### src/rtl/vec_mag_pkg.sv
// Shared definitions for the vector-magnitude integer square-root block:
// FSM state type, width derivations from the operand width W, and the
// number of restoring iterations.
package vec_mag_pkg;

   typedef enum logic [1:0] {
      ST_IDLE = 2'd0,
      ST_SQR  = 2'd1,
      ST_ITER = 2'd2,
      ST_HOLD = 2'd3
   } state_t;

   // Root width: sqrt(2*(2^W-1)^2) < 2^(W+1)
   function automatic int unsigned mag_w(input int unsigned w);
      return w + 1;
   endfunction

   // Remainder width: x^2+y^2 needs 2W+1 bits, padded to an even bit-pair count
   function automatic int unsigned rem_w(input int unsigned w);
      return 2 * w + 2;
   endfunction

   // One result bit per iteration
   function automatic int unsigned iter_n(input int unsigned w);
      return w + 1;
   endfunction

   // Counter must reach iter_n(w) inclusive (the commit cycle)
   function automatic int unsigned cnt_w(input int unsigned w);
      return $clog2(w + 2);
   endfunction

endpackage

### src/rtl/vec_mag_isqrt_if.sv
// Handshake bus for vec_mag_isqrt.
//   master: drives in_valid, x_in, y_in, out_ready (producer/consumer side)
//   slave : drives in_ready, out_valid, mag_out, rem_out (the block)
interface vec_mag_isqrt_if #(
   parameter int unsigned W = 8
);
   import vec_mag_pkg::*;

   localparam int unsigned MW = mag_w(W);
   localparam int unsigned RW = rem_w(W);

   logic          in_valid;
   logic          in_ready;
   logic [W-1:0]  x_in;
   logic [W-1:0]  y_in;
   logic          out_valid;
   logic          out_ready;
   logic [MW-1:0] mag_out;
   logic [RW-1:0] rem_out;

   modport master (
      output in_valid, x_in, y_in, out_ready,
      input  in_ready, out_valid, mag_out, rem_out
   );

   modport slave (
      input  in_valid, x_in, y_in, out_ready,
      output in_ready, out_valid, mag_out, rem_out
   );

endinterface

### src/rtl/isqrt_step.sv
// One restoring square-root iteration (combinational).
//   rem_in/root_in : partial remainder and root so far
//   pair_in        : next two radicand bits, MSB first
//   rem_out/root_out: updated remainder and root (one more root bit)
module isqrt_step
   import vec_mag_pkg::*;
#(
   parameter int unsigned W = 8
) (
   input  logic [rem_w(W)-1:0] rem_in,
   input  logic [mag_w(W)-1:0] root_in,
   input  logic [1:0]          pair_in,
   output logic [rem_w(W)-1:0] rem_out,
   output logic [mag_w(W)-1:0] root_out
);
   localparam int unsigned MW = mag_w(W);
   localparam int unsigned RW = rem_w(W);

   logic [RW-1:0] rem_sh;
   logic [RW-1:0] trial;

   // Remainder stays below 2^(W+3), so the dropped top bits are always zero
   assign rem_sh = RW'({rem_in, pair_in});
   assign trial  = RW'({root_in, 2'b01});

   always_comb begin
      rem_out  = rem_sh;
      root_out = {root_in[MW-2:0], 1'b0};
      if (rem_sh >= trial) begin
         rem_out  = rem_sh - trial;
         root_out = {root_in[MW-2:0], 1'b1};
      end
   end

endmodule

### src/rtl/vec_mag_isqrt.sv
// Integer magnitude of a 2-D vector: mag = floor(sqrt(x^2 + y^2)),
// rem = x^2 + y^2 - mag^2, computed bit-serially (one root bit per cycle).
// Ports:
//   clk  - clock, rising edge
//   rst  - asynchronous active-high reset
//   bus  - vec_mag_isqrt_if.slave: in_valid/in_ready/x_in/y_in in,
//          out_valid/out_ready/mag_out/rem_out out
// Parameters: W (operand width 4..16), SIGNED_IN (1 = two's complement).
// Build option: VEC_MAG_ROUND_EN rounds mag_out to nearest (rem_out unchanged).
module vec_mag_isqrt
   import vec_mag_pkg::*;
#(
   parameter int unsigned W         = 8,
   parameter bit          SIGNED_IN = 1'b0
) (
   input  logic               clk,
   input  logic               rst,
   vec_mag_isqrt_if.slave     bus
);
   localparam int unsigned MW = mag_w(W);
   localparam int unsigned RW = rem_w(W);
   localparam int unsigned SW = 2 * W + 1;
   localparam int unsigned NI = iter_n(W);
   localparam int unsigned CW = cnt_w(W);

   state_t        state;
   logic [W-1:0]  x_q;
   logic [W-1:0]  y_q;
   logic [RW-1:0] s_sh;
   logic [RW-1:0] rem_q;
   logic [MW-1:0] root_q;
   logic [CW-1:0] cnt;
   logic          in_ready_q;
   logic          out_valid_q;
   logic [MW-1:0] mag_q;
   logic [RW-1:0] rem_o_q;

   logic [W-1:0]  ax_c;
   logic [W-1:0]  ay_c;
   logic [SW-1:0] sum_c;
   logic [RW-1:0] rem_nx_c;
   logic [MW-1:0] root_nx_c;

   // Magnitude of an operand; -2^(W-1) maps to 2^(W-1), which fits unsigned W bits
   function automatic logic [W-1:0] abs_op(input logic [W-1:0] v);
      if (SIGNED_IN && v[W-1])
         return W'(~v + W'(1));
      return v;
   endfunction

   assign ax_c  = abs_op(x_q);
   assign ay_c  = abs_op(y_q);
   assign sum_c = SW'(ax_c) * SW'(ax_c) + SW'(ay_c) * SW'(ay_c);

   isqrt_step #(.W(W)) u_step (
      .rem_in   (rem_q),
      .root_in  (root_q),
      .pair_in  (s_sh[RW-1 -: 2]),
      .rem_out  (rem_nx_c),
      .root_out (root_nx_c)
   );

   // Control FSM and datapath registers; ports only change on the commit cycle
   always_ff @(posedge clk or posedge rst) begin
      if (rst) begin
         state       <= ST_IDLE;
         x_q         <= '0;
         y_q         <= '0;
         s_sh        <= '0;
         rem_q       <= '0;
         root_q      <= '0;
         cnt         <= '0;
         in_ready_q  <= 1'b1;
         out_valid_q <= 1'b0;
         mag_q       <= '0;
         rem_o_q     <= '0;
      end else begin
         case (state)
            ST_IDLE: begin
               if (bus.in_valid && in_ready_q) begin
                  x_q        <= bus.x_in;
                  y_q        <= bus.y_in;
                  in_ready_q <= 1'b0;
                  state      <= ST_SQR;
               end
            end
            ST_SQR: begin
               s_sh   <= RW'(sum_c);
               rem_q  <= '0;
               root_q <= '0;
               cnt    <= '0;
               state  <= ST_ITER;
            end
            ST_ITER: begin
               // NI shift/subtract cycles, then one commit cycle to the ports
               if (cnt == CW'(NI)) begin
                  rem_o_q     <= rem_q;
`ifdef VEC_MAG_ROUND_EN
                  mag_q       <= (rem_q > RW'(root_q)) ? root_q + MW'(1) : root_q;
`else
                  mag_q       <= root_q;
`endif
                  out_valid_q <= 1'b1;
                  state       <= ST_HOLD;
               end else begin
                  rem_q  <= rem_nx_c;
                  root_q <= root_nx_c;
                  s_sh   <= s_sh << 2;
                  cnt    <= cnt + CW'(1);
               end
            end
            ST_HOLD: begin
               if (bus.out_ready) begin
                  out_valid_q <= 1'b0;
                  in_ready_q  <= 1'b1;
                  state       <= ST_IDLE;
               end
            end
            default: begin
               state <= ST_IDLE;
            end
         endcase
      end
   end

   assign bus.in_ready  = in_ready_q;
   assign bus.out_valid = out_valid_q;
   assign bus.mag_out   = mag_q;
   assign bus.rem_out   = rem_o_q;

endmodule

### src/flat_wrapper.sv
// flat-port wrapper written by rule: the top's interface ports become plain ports
module vec_mag_isqrt_flat import vec_mag_pkg::*;
#(
   parameter int unsigned W         = 8,
   parameter bit          SIGNED_IN = 1'b0
)
  (clk, rst, bus_in_valid, bus_x_in, bus_y_in, bus_out_ready, bus_in_ready, bus_out_valid, bus_mag_out, bus_rem_out);
  vec_mag_isqrt_if #(.W(W)) bus_i ();
  input  logic clk;
  input  logic rst;
  input wire logic [$bits(bus_i.in_valid)-1:0] bus_in_valid;
  input wire logic [$bits(bus_i.x_in)-1:0] bus_x_in;
  input wire logic [$bits(bus_i.y_in)-1:0] bus_y_in;
  input wire logic [$bits(bus_i.out_ready)-1:0] bus_out_ready;
  output wire logic [$bits(bus_i.in_ready)-1:0] bus_in_ready;
  output wire logic [$bits(bus_i.out_valid)-1:0] bus_out_valid;
  output wire logic [$bits(bus_i.mag_out)-1:0] bus_mag_out;
  output wire logic [$bits(bus_i.rem_out)-1:0] bus_rem_out;
  assign bus_i.in_valid = bus_in_valid;
  assign bus_i.x_in = bus_x_in;
  assign bus_i.y_in = bus_y_in;
  assign bus_i.out_ready = bus_out_ready;
  assign bus_in_ready = bus_i.in_ready;
  assign bus_out_valid = bus_i.out_valid;
  assign bus_mag_out = bus_i.mag_out;
  assign bus_rem_out = bus_i.rem_out;
  vec_mag_isqrt #(.W(W), .SIGNED_IN(SIGNED_IN)) u_core (.clk(clk), .rst(rst), .bus(bus_i));
endmodule
### config.mk
export PLATFORM = sky130hd
export DESIGN_NAME = vec_mag_isqrt_flat
export DESIGN_NICKNAME = d
export VERILOG_FILES = /design/src/rtl/vec_mag_pkg.sv /design/src/rtl/vec_mag_isqrt_if.sv /design/src/rtl/isqrt_step.sv /design/src/rtl/vec_mag_isqrt.sv /design/src/flat_wrapper.sv
export SDC_FILE = /design/constraint.sdc
export NUM_CORES = 1
export LEC_CHECK = 0
export ABC_AREA = 0
export CORE_ASPECT_RATIO = 1.2
export CORE_MARGIN = 3
export CORE_UTILIZATION = 61
export CTS_BUF_LIST = sky130_fd_sc_hd__clkbuf_16
export CTS_CLUSTER_DIAMETER = 60
export DETAILED_ROUTE_END_ITERATION = 10
export PLACE_DENSITY = 0.91
export SYNTH_ARGS = -nofsm -noshare
export SYNTH_HDL_FRONTEND = slang
export SYNTH_SLANG_ARGS = --single-unit
### constraint.sdc
create_clock -name clk -period 7.2 [get_ports clk]
set_input_delay 1.44 -clock clk [delete_from_list [all_inputs] [get_ports clk]]
set_output_delay 1.44 -clock clk [all_outputs]
set_load 0.1 [all_outputs]
==> reports/summary.txt, run 1 <==
I/O Pins: 49
Status: finished clean
Min Tclk post-route: 5850 ps
Total wire length: 16990 um
Post-CTS sizing: 0
Library cells used by synthesis: 58
Clock Tree Root: clkbuf_16
Post-synthesis mux area share: 0.06392
Crit Path Class: flop to flop
CTS tree: done
PD cells: 116.9 nW/um^2
Syn Inst Count: 804
Slew headroom: 0.1572
Max-slew violation count: 0
Vias per cell: 5.823
Switching share of power: 0.2195
Leakage: 4.574 nW
Post-synthesis cell area: 8045 sq um
Synth Register Bits: 96
Avg Cell Area, Syn: 10.01 sq um
Placed inst area: 8652 sq um
Combinational Power Share: 0.021
Post-Synth XOR/XNOR Area: 0.03048
Post-Synth Adder-Cell Area: 0.3058
Register area share after synthesis: 0.2988
Fin crit share: 0.8125
Worst Setup End Kind: flop
Total power draw: 1.045 mW
CP max FO: 10
Arr. time, crit path: 6140 ps
Max Fclk: 170.9 MHz
Reg clk slew, reported paths: 70 ps
First-pass GRT wire length: 29140 um
Clock latency on the worst-skew pair: 350 ps
Grt ovf: 0
Initial antenna violation count: 0
Reg power frac: 0.516
Largest net degree at the start of global routing: 57
Die area: 14610 sq um
Max cap viols: 0
Final TNS setup: 0 ps
DP HPWL: 13070 um
Syn. warnings: 0
Largest family of logic cells by synthesized area: adder cells
Antenna diodes: 0
Standard-cell rows: 45
Synth Area in Compound Gates: 0.1040
Startpoint Class: flop
Clk buf depth: 2
# Post-CTS Setup Buffers: 0
Worst clock skew: 8.300 ps
Layout area overhead: 11.14%
Hold Path Class: flop to flop
Placement Setup Slack: 1455 ps
DRT Pass-1 Iters: 4
DRT antenna net count: 0
Post-route cell area: 8941 sq um
Initial Util: 0.6295
Final setup violation count: 0
Internal: 815.9 uW
Fin cells: 1008
Final Hold Viols: 0
Fill cells: 915
Synth Area in Simple Gates: 0.1275
RSZ-0062 raised after global routing: false
Vias after detailed routing: 5870
CTS buffer count: 9
Nets: 1010
Routed WL per cell: 16.85 um
Final setup margin: 1350 ps
CORE AREA: 12780 sq um
Async SR Flop Fraction: 1.000
Vias in the first global route: 6240
DRT iter0 DRCs: 269
Post-synth top flop: dfrtp_1
Port bufs: 48
Clock power share: 0.463
Share of cells above drive strength 1: 0.07701
Clock sinks: 96
H-tree levels: 3
Tot GR Track Use: 0.2443
Psw: 229.4 uW
WP data required: 7490 ps
Final GP Congestion: 0.9153
Hold-fix buffers, CTS: 0
Peak VDD IR: 0.0001031 V
Inst Count DP: 992
Post-synth EDFFs: 0
Die W: 110.8 um
R2r setup slk: 1350 ps
DR DRC count: 0
DIE HEIGHT: 131.8 um
Actual slew at the worst max-slew pin: 1261 ps
Post-synth net total: 975
-- stage by stage --
step / utilization / hold WS, ps
6_report: 0.6996 / 478.9
5_1_grt: 0.6996 / 500.1
4_1_cts: 0.6996 / 484.3
3_5_place_dp: 0.6769 / 468.9
3_3_place_gp: 0.6769 / 459.1
2_1_floorplan: - / 446.8
-- cell usage in the layout, fill, tap and decap left out, types with 25 or more instances in the layout --
master           Yosys  routed
o21ai_0             57      57
a21oi_1             25      25
clkdlybuf4s50_1      0      48
dfrtp_1             95      95
fa_1                76      76
nand3_1             31      31
and2_1              36      36
ha_1                75      75
nand2_1             68      68
mux2_2              35      35
inv_1              119     120
-- path summary, 6_finish.rpt --
kind                       cells past startpoint                                end                              start
setup / recovery                              17        u_core.s_sh[14]$_DFFE_PP0P_         u_core.ax_c[0]$_DFFE_PP0P_
min in group asynchronous                      2  u_core.bus.mag_out[5]$_DFFE_PP0P_                                rst
hold reg to reg                                2  u_core.bus.mag_out[2]$_DFFE_PP0P_  u_core.bus.mag_out[2]$_DFFE_PP0P_
max in group asynchronous                      3   u_core.bus.out_valid$_DFFE_PP0P_                                rst
setup reg to reg                              17        u_core.s_sh[14]$_DFFE_PP0P_         u_core.ax_c[0]$_DFFE_PP0P_
hold / removal                                 2  u_core.bus.mag_out[2]$_DFFE_PP0P_  u_core.bus.mag_out[2]$_DFFE_PP0P_
-- cell usage after synthesis, types with 12 or more instances --
library cell,number,share of area
inv_1,119,0.056
dfrtp_1,95,0.30
fa_1,76,0.19
ha_1,75,0.12
nand2_1,68,0.032
o21ai_0,57,0.035
and2_1,36,0.028
mux2_2,35,0.049
nand3_1,31,0.019
a21oi_1,25,0.016
clkbuf_1,22,0.010
nor2_1,22,0.010
xnor2_1,15,0.016
xor2_1,13,0.014
mux2i_1,12,0.015
-- state kept, by name, summed over array words and instances (netlist names) --
| signal | flops |
|---|---|
| u_core.ay_c | 8 |
| u_core.state | 2 |
| u_core.ax_c | 8 |
| u_core.bus.rem_out | 18 |
| u_core.bus.mag_out | 9 |
| u_core.root_q | 9 |
| u_core.s_sh | 18 |
| u_core.bus.out_valid | 1 |
| u_core.bus.in_ready | 1 |
| u_core.rem_q | 18 |
| u_core.cnt | 4 |
-- layer usage --
metal  up-vias  routed length [um]  global-route usage
li1       2751                   -                   -
met2       170                8964              0.4329
met1      2890                6601              0.2860
met4         0                 737              0.1273
met3        59                 686             0.03765
met5         -                   0                   0
-- worst max-delay path, stage by stage (launching register included) --
cell      delay, ps
dfrtp_1         500
nand2_1         190
fa_1            550
fa_1            550
inv_1            50
fa_1            510
fa_1            440
fa_1            570
inv_1            70
fa_1            540
inv_1            40
ha_1            350
a21o_1          180
a311oi_1         80
o311a_1         390
o21ba_2         230
or4_1           410
nand3_1         100
-- area by class of cell --
cell class | count | area (sq um) | area share
clock inverters | 7 | 63.81 | 0.007137
repair buffers | 51 | 503.0 | 0.05626
multi-input cells | 562 | 5091 | 0.5694
clock buffers | 9 | 225.2 | 0.02519
inverters | 119 | 449.2 | 0.05024
flip-flops and latches | 96 | 2404 | 0.2688
well taps | 164 | 205.2 | 0.02295
-- cell families after synthesis --
group | after synthesis
multiplexers | 47
AND/OR/NAND/NOR | 202
XOR/XNOR | 28
adder cells (fa/ha/maj) | 151
flip-flops | 96
buffers and inverters | 146
AO/OA/AOI/OAI | 134
-- power by group through the flow --
stage | clock network (mW) | registers [mW] | logic (mW)
finish | 0.484 | 0.539 | 0.0218
CTS | 0.492 | 0.539 | 0.0229
detailed placement | 0 | 0.549 | 0.0229
global placement | 0 | 0.549 | 0.0226
global route | 0.514 | 0.539 | 0.0249
floorplan | 0 | 0.549 | 0.00825
(Power assumes the default switching activity.)
==> run 2: changes to the inputs <==
- CORE_UTILIZATION: 61 -> 55
- PLACE_DENSITY: 0.91 -> 0.87
- clock period: 7.2 -> 4.74 ns (I/O delays scaled with it)
==> run 2 against run 1 <==
Against the previous run:
- the run now ends with setup timing left
- design area rose by 12%
- sequential power grew 52%
- sequential share of layout area down 2.7 points
- setup slack got worse by 2100 ps
- global-route usage is 0.74 points higher
- critical endpoint is now u_core.s_sh[15]$_DFFE_PP0P_
==> reports/summary.txt, run 2 (synthesis results as in run 1) <==
Max-slew violation count: 0
Tot GR Track Use: 0.2517
DRT antenna net count: 0
Nets: 1096
Vias in the first global route: 6854
Failing checks: setup timing
Max cap viols: 0
Hold-fix buffers, CTS: 0
DIE HEIGHT: 138.5 um
Slew headroom: 0.08582
Standard-cell rows: 47
Most frequent CP cell: fa_1
CP max FO: 5
Post-route cell area: 9988 sq um
Crit path cell chain: nand2_1, fa_1, inv_2, fa_1, fa_1, fa_1, fa_1, inv_2, fa_1, inv_2, ha_4, buf_6, o21a_1, o21a_1, nand2_1, o21ai_2, or4_4, nand3_2
Clock sinks: 96
Slowest CP cell: fa_1
Final Hold Viols: 0
DP HPWL: 14130 um
Initial antenna violation count: 0
Clk buf depth: 2
Worst hold path depth: 2
Share of cells above drive strength 1: 0.2398
Port bufs: 48
Worst Setup End Kind: flop
Die W: 116.4 um
Worst r2r dst: u_core.s_sh[15]$_DFFE_PP0P_
Placed inst area: 9248 sq um
Clock latency on the worst-skew pair: 350 ps
Actual slew at the worst max-slew pin: 1371 ps
Initial Util: 0.5724
Worst clock skew: 6.311 ps
H-tree levels: 3
Largest stage delay on the critical path: 580 ps
RSZ-0062 raised after global routing: true
Clock Tree Root: clkbuf_16
Placement Setup Slack: -712.6 ps
Hold Path Class: flop to flop
Vias per cell: 5.932
Fin crit share: 1.155
DRT Pass-1 Iters: 9
Final setup violation count: 10
Max Fclk: 182.7 MHz
CTS buffer count: 9
Worst-case reg-to-reg path depth: 18
Leakage: 5.061 nW
Startpoint of the worst hold path: u_core.bus.mag_out[4]$_DFFE_PP0P_
Arr. time, crit path: 5760 ps
Die area: 16120 sq um
CORE AREA: 14050 sq um
Commonest non-fill, non-tap cell in the layout: inv_1
Startpoint Class: flop
Routed WL per cell: 18.92 um
CP top delay family: adder cells
Min Tclk post-route: 5475 ps
DR DRC count: 0
Vias after detailed routing: 6531
Crit Path Class: flop to flop
Buf/Inv on CP: 4
Largest net degree at the start of global routing: 53
DRT iter0 DRCs: 611
First-pass GRT wire length: 32070 um
R2r setup slk: -730 ps
Reg clk slew, reported paths: 70 ps
Commonest cells after routing, fill and taps aside: inv_1 (106), dfrtp_1 (84), buf_4 (76), fa_1 (70), ha_1 (67)
Final setup margin: -734.8 ps
Antenna diodes: 0
Peak VDD IR: 0.0001810 V
Hold Path End: u_core.bus.mag_out[4]$_DFFE_PP0P_
WP data required: 5020 ps
CTS tree: done
Total wire length: 20830 um
Final GP Congestion: 0.9175
PD cells: 160.9 nW/um^2
Grt ovf: 0
Layout area overhead: 24.15%
Status: complete, but fails checks
RR Startpoint: u_core.ay_c[2]$_DFFE_PP0P_
I/O Pins: 49
## run 2: worst max-delay path by stage
stage	depth (start not counted)	to	slack, ps	from
2_1_floorplan	18	u_core.s_sh[14]$_DFFE_PP0P_	-470	u_core.ax_c[3]$_DFFE_PP0P_
3_3_place_gp	17	u_core.s_sh[14]$_DFFE_PP0P_	-540	u_core.ax_c[3]$_DFFE_PP0P_
3_5_place_dp	17	u_core.s_sh[14]$_DFFE_PP0P_	-710	u_core.ax_c[3]$_DFFE_PP0P_
4_1_cts	17	u_core.s_sh[14]$_DFFE_PP0P_	-670	u_core.ax_c[4]$_DFFE_PP0P_
5_1_grt	18	u_core.s_sh[15]$_DFFE_PP0P_	-860	u_core.ay_c[7]$_DFFE_PP0P_
6_report	18	u_core.s_sh[15]$_DFFE_PP0P_	-730	u_core.ay_c[2]$_DFFE_PP0P_
## run 2: metrics by stage
step                hold slack, ps    util  power [mW]  setup TNS, ps  cells
global route                 500.6  0.7107       1.664          -6843   1101
floorplan                    446.8       -      0.8471          -2085    804
CTS                          484.8  0.6938       1.619          -4724   1093
global placement             458.9  0.6580      0.8706          -3615   1064
finish                       475.6  0.7107       1.607          -5477   1101
detailed placement           463.6  0.6580      0.8709          -5206   1064
## run 2: metal layers
| metal | wire, um | up-vias | track usage | share of wire |
|---|---|---|---|---|
| li1 | - | 2913 | - | - |
| met1 | 7485 | 3200 | 0.2914 | 0.36 |
| met4 | 1380 | 0 | 0.1374 | 0.066 |
| met5 | 0 | - | 0 | 0 |
| met3 | 1067 | 121 | 0.05201 | 0.051 |
| met2 | 10900 | 297 | 0.4283 | 0.52 |
## run 2: cell type report
class                   instances  area (sq um)
clock buffers                   9         225.2
inverters                     119         449.2
flip-flops and latches         96          2417
multi-input cells             562          5405
fillers                       881          4066
clock inverters                 7         80.08
well taps                     171         214.0
repair buffers                137          1197
## run 2: worst min-delay path, stage by stage, from the launching register on
cell	delay, ps
dfrtp_1	340
nand2_1	40
o21ai_0	60
## run 2: where the power goes
group | leakage [nW] | switching (mW) | internal, mW
registers | 1.31 | 0 | 0.819
logic | 3.60 | 0.0200 | 0.0152
clock network | 0.147 | 0.337 | 0.417
## run 2: repair_timing
item	4_1_cts	5_1_grt
pin swaps	32	27
setup endpoints to repair	10	12
setup buffers	13	8
resized for setup	31	40
==> run 3: changes to the inputs <==
- PLACE_DENSITY: 0.87 -> 0.78
==> run 3 against run 2 <==
Against the previous run:
- the flow still finishes with violations (setup timing)
- global-route usage shrank 0.94 points
- sequential power about the same
- first-iteration DRC count down 38%
- largest cell class unchanged
- largest power group unchanged
- highest routed layer unchanged
==> reports/summary.txt, run 3 (synthesis results as in run 1) <==
Vias after detailed routing: 6147
DRT antenna net count: 0
Crit Path Class: flop to flop
Switching share of power: 0.2295
Arr. time, crit path: 5700 ps
Max-slew violation count: 0
Startpoint Class: flop
Clock power share: 0.474
Clk buf depth: 2
Register area: 2419 sq um
Commonest non-fill, non-tap cell in the layout: inv_1
CTS buffer count: 9
First-pass GRT wire length: 31240 um
Failing checks: setup timing
Final Hold Viols: 0
Clock Tree Root: clkbuf_16
Share of cells above drive strength 1: 0.2096
Commonest cells after routing, fill and taps aside: inv_1 (114), dfrtp_1 (83), buf_4 (71), fa_1 (68), ha_1 (68)
Status: complete, but fails checks
Post-route cell area: 9742 sq um
Actual slew at the worst max-slew pin: 1195 ps
H-tree levels: 3
DP HPWL: 14330 um
Clock latency on the worst-skew pair: 360 ps
DIE HEIGHT: 138.5 um
Leakage: 4.951 nW
Port bufs: 48
Reg clk slew, reported paths: 70 ps
Grt ovf: 0
Final setup violation count: 9
Layout area overhead: 21.09%
Hold-fix buffers, CTS: 0
Initial Util: 0.5724
Internal: 1.247 mW
Reg power frac: 0.505
Standard-cell rows: 47
Worst clock skew: 8.397 ps
PD cells: 166.2 nW/um^2
Final setup margin: -661.8 ps
Psw: 371.6 uW
Die W: 116.4 um
RSZ-0062 raised after global routing: true
Fin util: 0.6931
Total power draw: 1.619 mW
Die area: 16120 sq um
DRT iter0 DRCs: 380
Combinational Power Share: 0.021
Max Fclk: 185.1 MHz
Antenna diodes: 0
Vias per cell: 5.655
I/O Pins: 49
Min Tclk post-route: 5402 ps
WP data required: 5040 ps
DR DRC count: 0
Max cap viols: 0
Fin cells: 1087
Area of the multi-input gates: 5300 sq um
Fin crit share: 1.140
Hold Path Class: flop to flop
Inst Count DP: 1063
Clock sinks: 96
Slew headroom: 0.2014
Largest net degree at the start of global routing: 82
Worst Setup End Kind: flop
CP max FO: 4
CTS tree: done
CORE AREA: 14050 sq um
Vias in the first global route: 6623
Total wire length: 18750 um
Peak VDD IR: 0.0001276 V
Final GP Congestion: 0.8961
Tot GR Track Use: 0.2423
Routed WL per cell: 17.24 um
Initial antenna violation count: 0
Fill cells: 1023
Nets: 1082
DRT Pass-1 Iters: 5
Placed inst area: 9238 sq um
-- run 3: changes by cell type in the layout (fill, tap and decap cells not counted), moves of 3 or more --
cell and delta:
buf_4 -5, inv_1 +8, xnor2_2 -3, xnor2_1 +3
buf_6 -9, inv_2 -9
-- run 3: final timing paths --
path	from	to	slack, ps	cells past startpoint
max	u_core.ax_c[3]$_DFFE_PP0P_	u_core.s_sh[14]$_DFFE_PP0P_	-660	17
min	u_core.bus.mag_out[3]$_DFFE_PP0P_	u_core.bus.mag_out[3]$_DFFE_PP0P_	480	2
max reg2reg	u_core.ax_c[3]$_DFFE_PP0P_	u_core.s_sh[14]$_DFFE_PP0P_	-660	17
min reg2reg	u_core.bus.mag_out[3]$_DFFE_PP0P_	u_core.bus.mag_out[3]$_DFFE_PP0P_	480	2
max in group asynchronous	rst	u_core.bus.rem_out[9]$_DFFE_PP0P_	2730	3
min in group asynchronous	rst	u_core.bus.mag_out[8]$_DFFE_PP0P_	1170	2
-- run 3: layer usage --
metal  vias up  GRT usage  routed length (um)
li1       2885          -                   -
met1      3064     0.2766                7176
met2       155     0.4439               10360
met3        43    0.03016                 601
met4         0     0.1038                 604
met5         -          0                   0
-- run 3: repair_timing --
action | in CTS | in global routing
setup endpoints to repair | 10 | 10
cloned | 0 | 0
gates resized for setup | 30 | 13
buffers inserted | 8 | 1
pin swaps | 25 | 7
-- run 3: worst max-delay path, cell delays in order (launching register included) --
cell     delay [ps]
dfrtp_1         420
and2_4          200
fa_2            570
inv_2            40
fa_2            570
inv_2            50
fa_1            520
fa_2            460
fa_1            510
inv_2            40
fa_1            510
inv_2            40
ha_4            280
nand2_4          50
o311a_4         370
o21ba_4         220
or4_4           400
nand3_1          90
-- run 3: metrics by stage --
stage | setup TNS, ps | worst slack, ps | hold WS [ps]
after floorplan | -2085 | -474.5 | 446.8
after global placement | -2953 | -505.0 | 461.4
after detailed placement | -3804 | -610.5 | 465.1
after CTS | -3712 | -600.2 | 485.1
after global routing | -5920 | -793.4 | 512.5
final | -4196 | -661.8 | 479.4
-- run 3: final cells by class --
cell class / instances / share of cell area
inverters: 119 / 0.04611
clock inverters: 7 / 0.007835
flip-flops and latches: 96 / 0.2483
well taps: 171 / 0.02196
repair buffers: 123 / 0.1087
clock buffers: 9 / 0.02312
multi-input cells: 562 / 0.5441
-- run 3: power by group through the flow --
stage	Combinational [mW]	Sequential, mW	Clock (mW)
floorplan	0.0125	0.835	0
global placement	0.0341	0.834	0
detailed placement	0.0351	0.834	0
CTS	0.0353	0.818	0.776
global route	0.0377	0.818	0.804
finish	0.0337	0.818	0.767
==> variant: new RTL, config.mk and constraints of run 1 <==
Re-encode `state_t` (4 states) as Gray code, 2 bits wide.
--- a/src/rtl/vec_mag_pkg.sv
+++ b/src/rtl/vec_mag_pkg.sv
@@ -5,8 +5,8 @@
 
    typedef enum logic [1:0] {
-      ST_IDLE = 2'd0,
-      ST_SQR  = 2'd1,
-      ST_ITER = 2'd2,
-      ST_HOLD = 2'd3
+      ST_IDLE = 2'b00,
+      ST_SQR  = 2'b01,
+      ST_ITER = 2'b11,
+      ST_HOLD = 2'b10
    } state_t;
 
Behaviour: no difference found for any inputs over 10 cycles, from zero or initial values and one cycle with rst high; not proved beyond that.
==> variant against run 1 <==
Global-route usage grew 0.19 points; setup slack gained 39 ps; synthesized area down 0.72%; final cell count is 0.40% lower; sequential cell count did not move; cell area about the same; wire length is 0.50% higher.
Power is not shown: default switching activity piles up to over one toggle a cycle in this logic, so the estimate is an artifact.
==> variant: results (changes against run 1) <==
run_status:
  status: "finished, final reports clean"
min_path:
  hold_path_class: "flop to flop"
  min_from: "u_core.bus.mag_out[4]"
yosys:
  ys_types: 62  # +6.9%
  netlist_top_cells_area: "dfrtp_1 30%, fa_1 19%, ha_1 11%"
  synth_compound_area_share_pct: 11.0  # +0.56 points
  yosysSeqAreaShare_pct: 30.1  # +0.22 points
  synth_fa_ha_area_share_pct: 30.2  # -0.41 points
  synth_xor_area_share_pct: 2.96  # -0.088 points
  muxShareOfSynthArea_pct: 7.27  # +0.88 points
  syn_nets: 959  # -1.6%
  synth.top_cell.area_share_pct: 29.8  # +0.21 points
global_routing:
  grt_use_total_pct: 24.6  # +0.19 points
  grt_max_degree: 81  # +42%
  grt_pass1_vias: 6290  # +0.80%
  grt_first_pass_wirelength_um: 29600  # +1.6%
timing:
  min_period_ps: 5810  # -39.1 ps
  skew_ps: 8.76  # +0.460 ps
  maxSlewHeadroom_pct: 22.0  # +6.2 points
detailed_routing:
  drt_iter0_markers: 329  # +22%
  vias: 5801  # -1.2%
  dr.pass1.iters: 5  # +1
  wl_per_cell_um: 17.0  # +0.90%
worst_setup_path:
  r2r-start: "u_core.ax_c[2]"
  rrSetupSlack_ps: 1390  # +40 ps
  worst-path-max-fanout: 9  # -1
  arrival_ps: 6030  # -110 ps
cells_and_area:
  layout.nets: 1002  # -0.79%
placement:
  place_congestion: 0.869  # -5.0%
  place_ws_ps: 1470  # +16.6 ps
  dp_hpwl_um: 13300  # +1.5%
variant: worst paths after layout:
check | end | depth (start not counted)
min in group asynchronous | u_core.ax_c[6] | 2
max in group asynchronous | u_core.state[1] | 3
hold reg to reg | u_core.bus.mag_out[4] | 1
hold / removal | u_core.bus.mag_out[4] | 1
setup / recovery | u_core.s_sh[16] | 18
setup reg to reg | u_core.s_sh[16] | 18
variant: kinds of logic after synthesis:
family / after synthesis
AND/OR/NAND/NOR: 191
adder cells (fa/ha/maj): 147
AO/OA/AOI/OAI: 140
buffers and inverters: 138
flip-flops: 96
multiplexers: 53
XOR/XNOR: 27
variant: per-layer routing:
metal	global-route usage [%]	up-vias	wire length (µm)
li1	-	2732	-
met1	29.4	2878	6740
met2	45.6	159	9430
met3	2.72	32	513
met4	8.83	0	390
met5	0	-	0
variant: layout make-up:
cell class,instances,area (µm²)
tap,164,205
timing repair buffer,52,510
inverter,118,445
sequential,96,2400
clock buffer,9,225
clock inverter,7,86.3
fill,917,3780
multi-input combinational,558,5070
variant: metrics by stage:
step	cells	instance area [µm²]
3_3_place_gp	988	8630
4_1_cts	1004	8940
3_5_place_dp	988	8630
5_1_grt	1004	8940
2_1_floorplan	792	7990
6_report	1004	8940
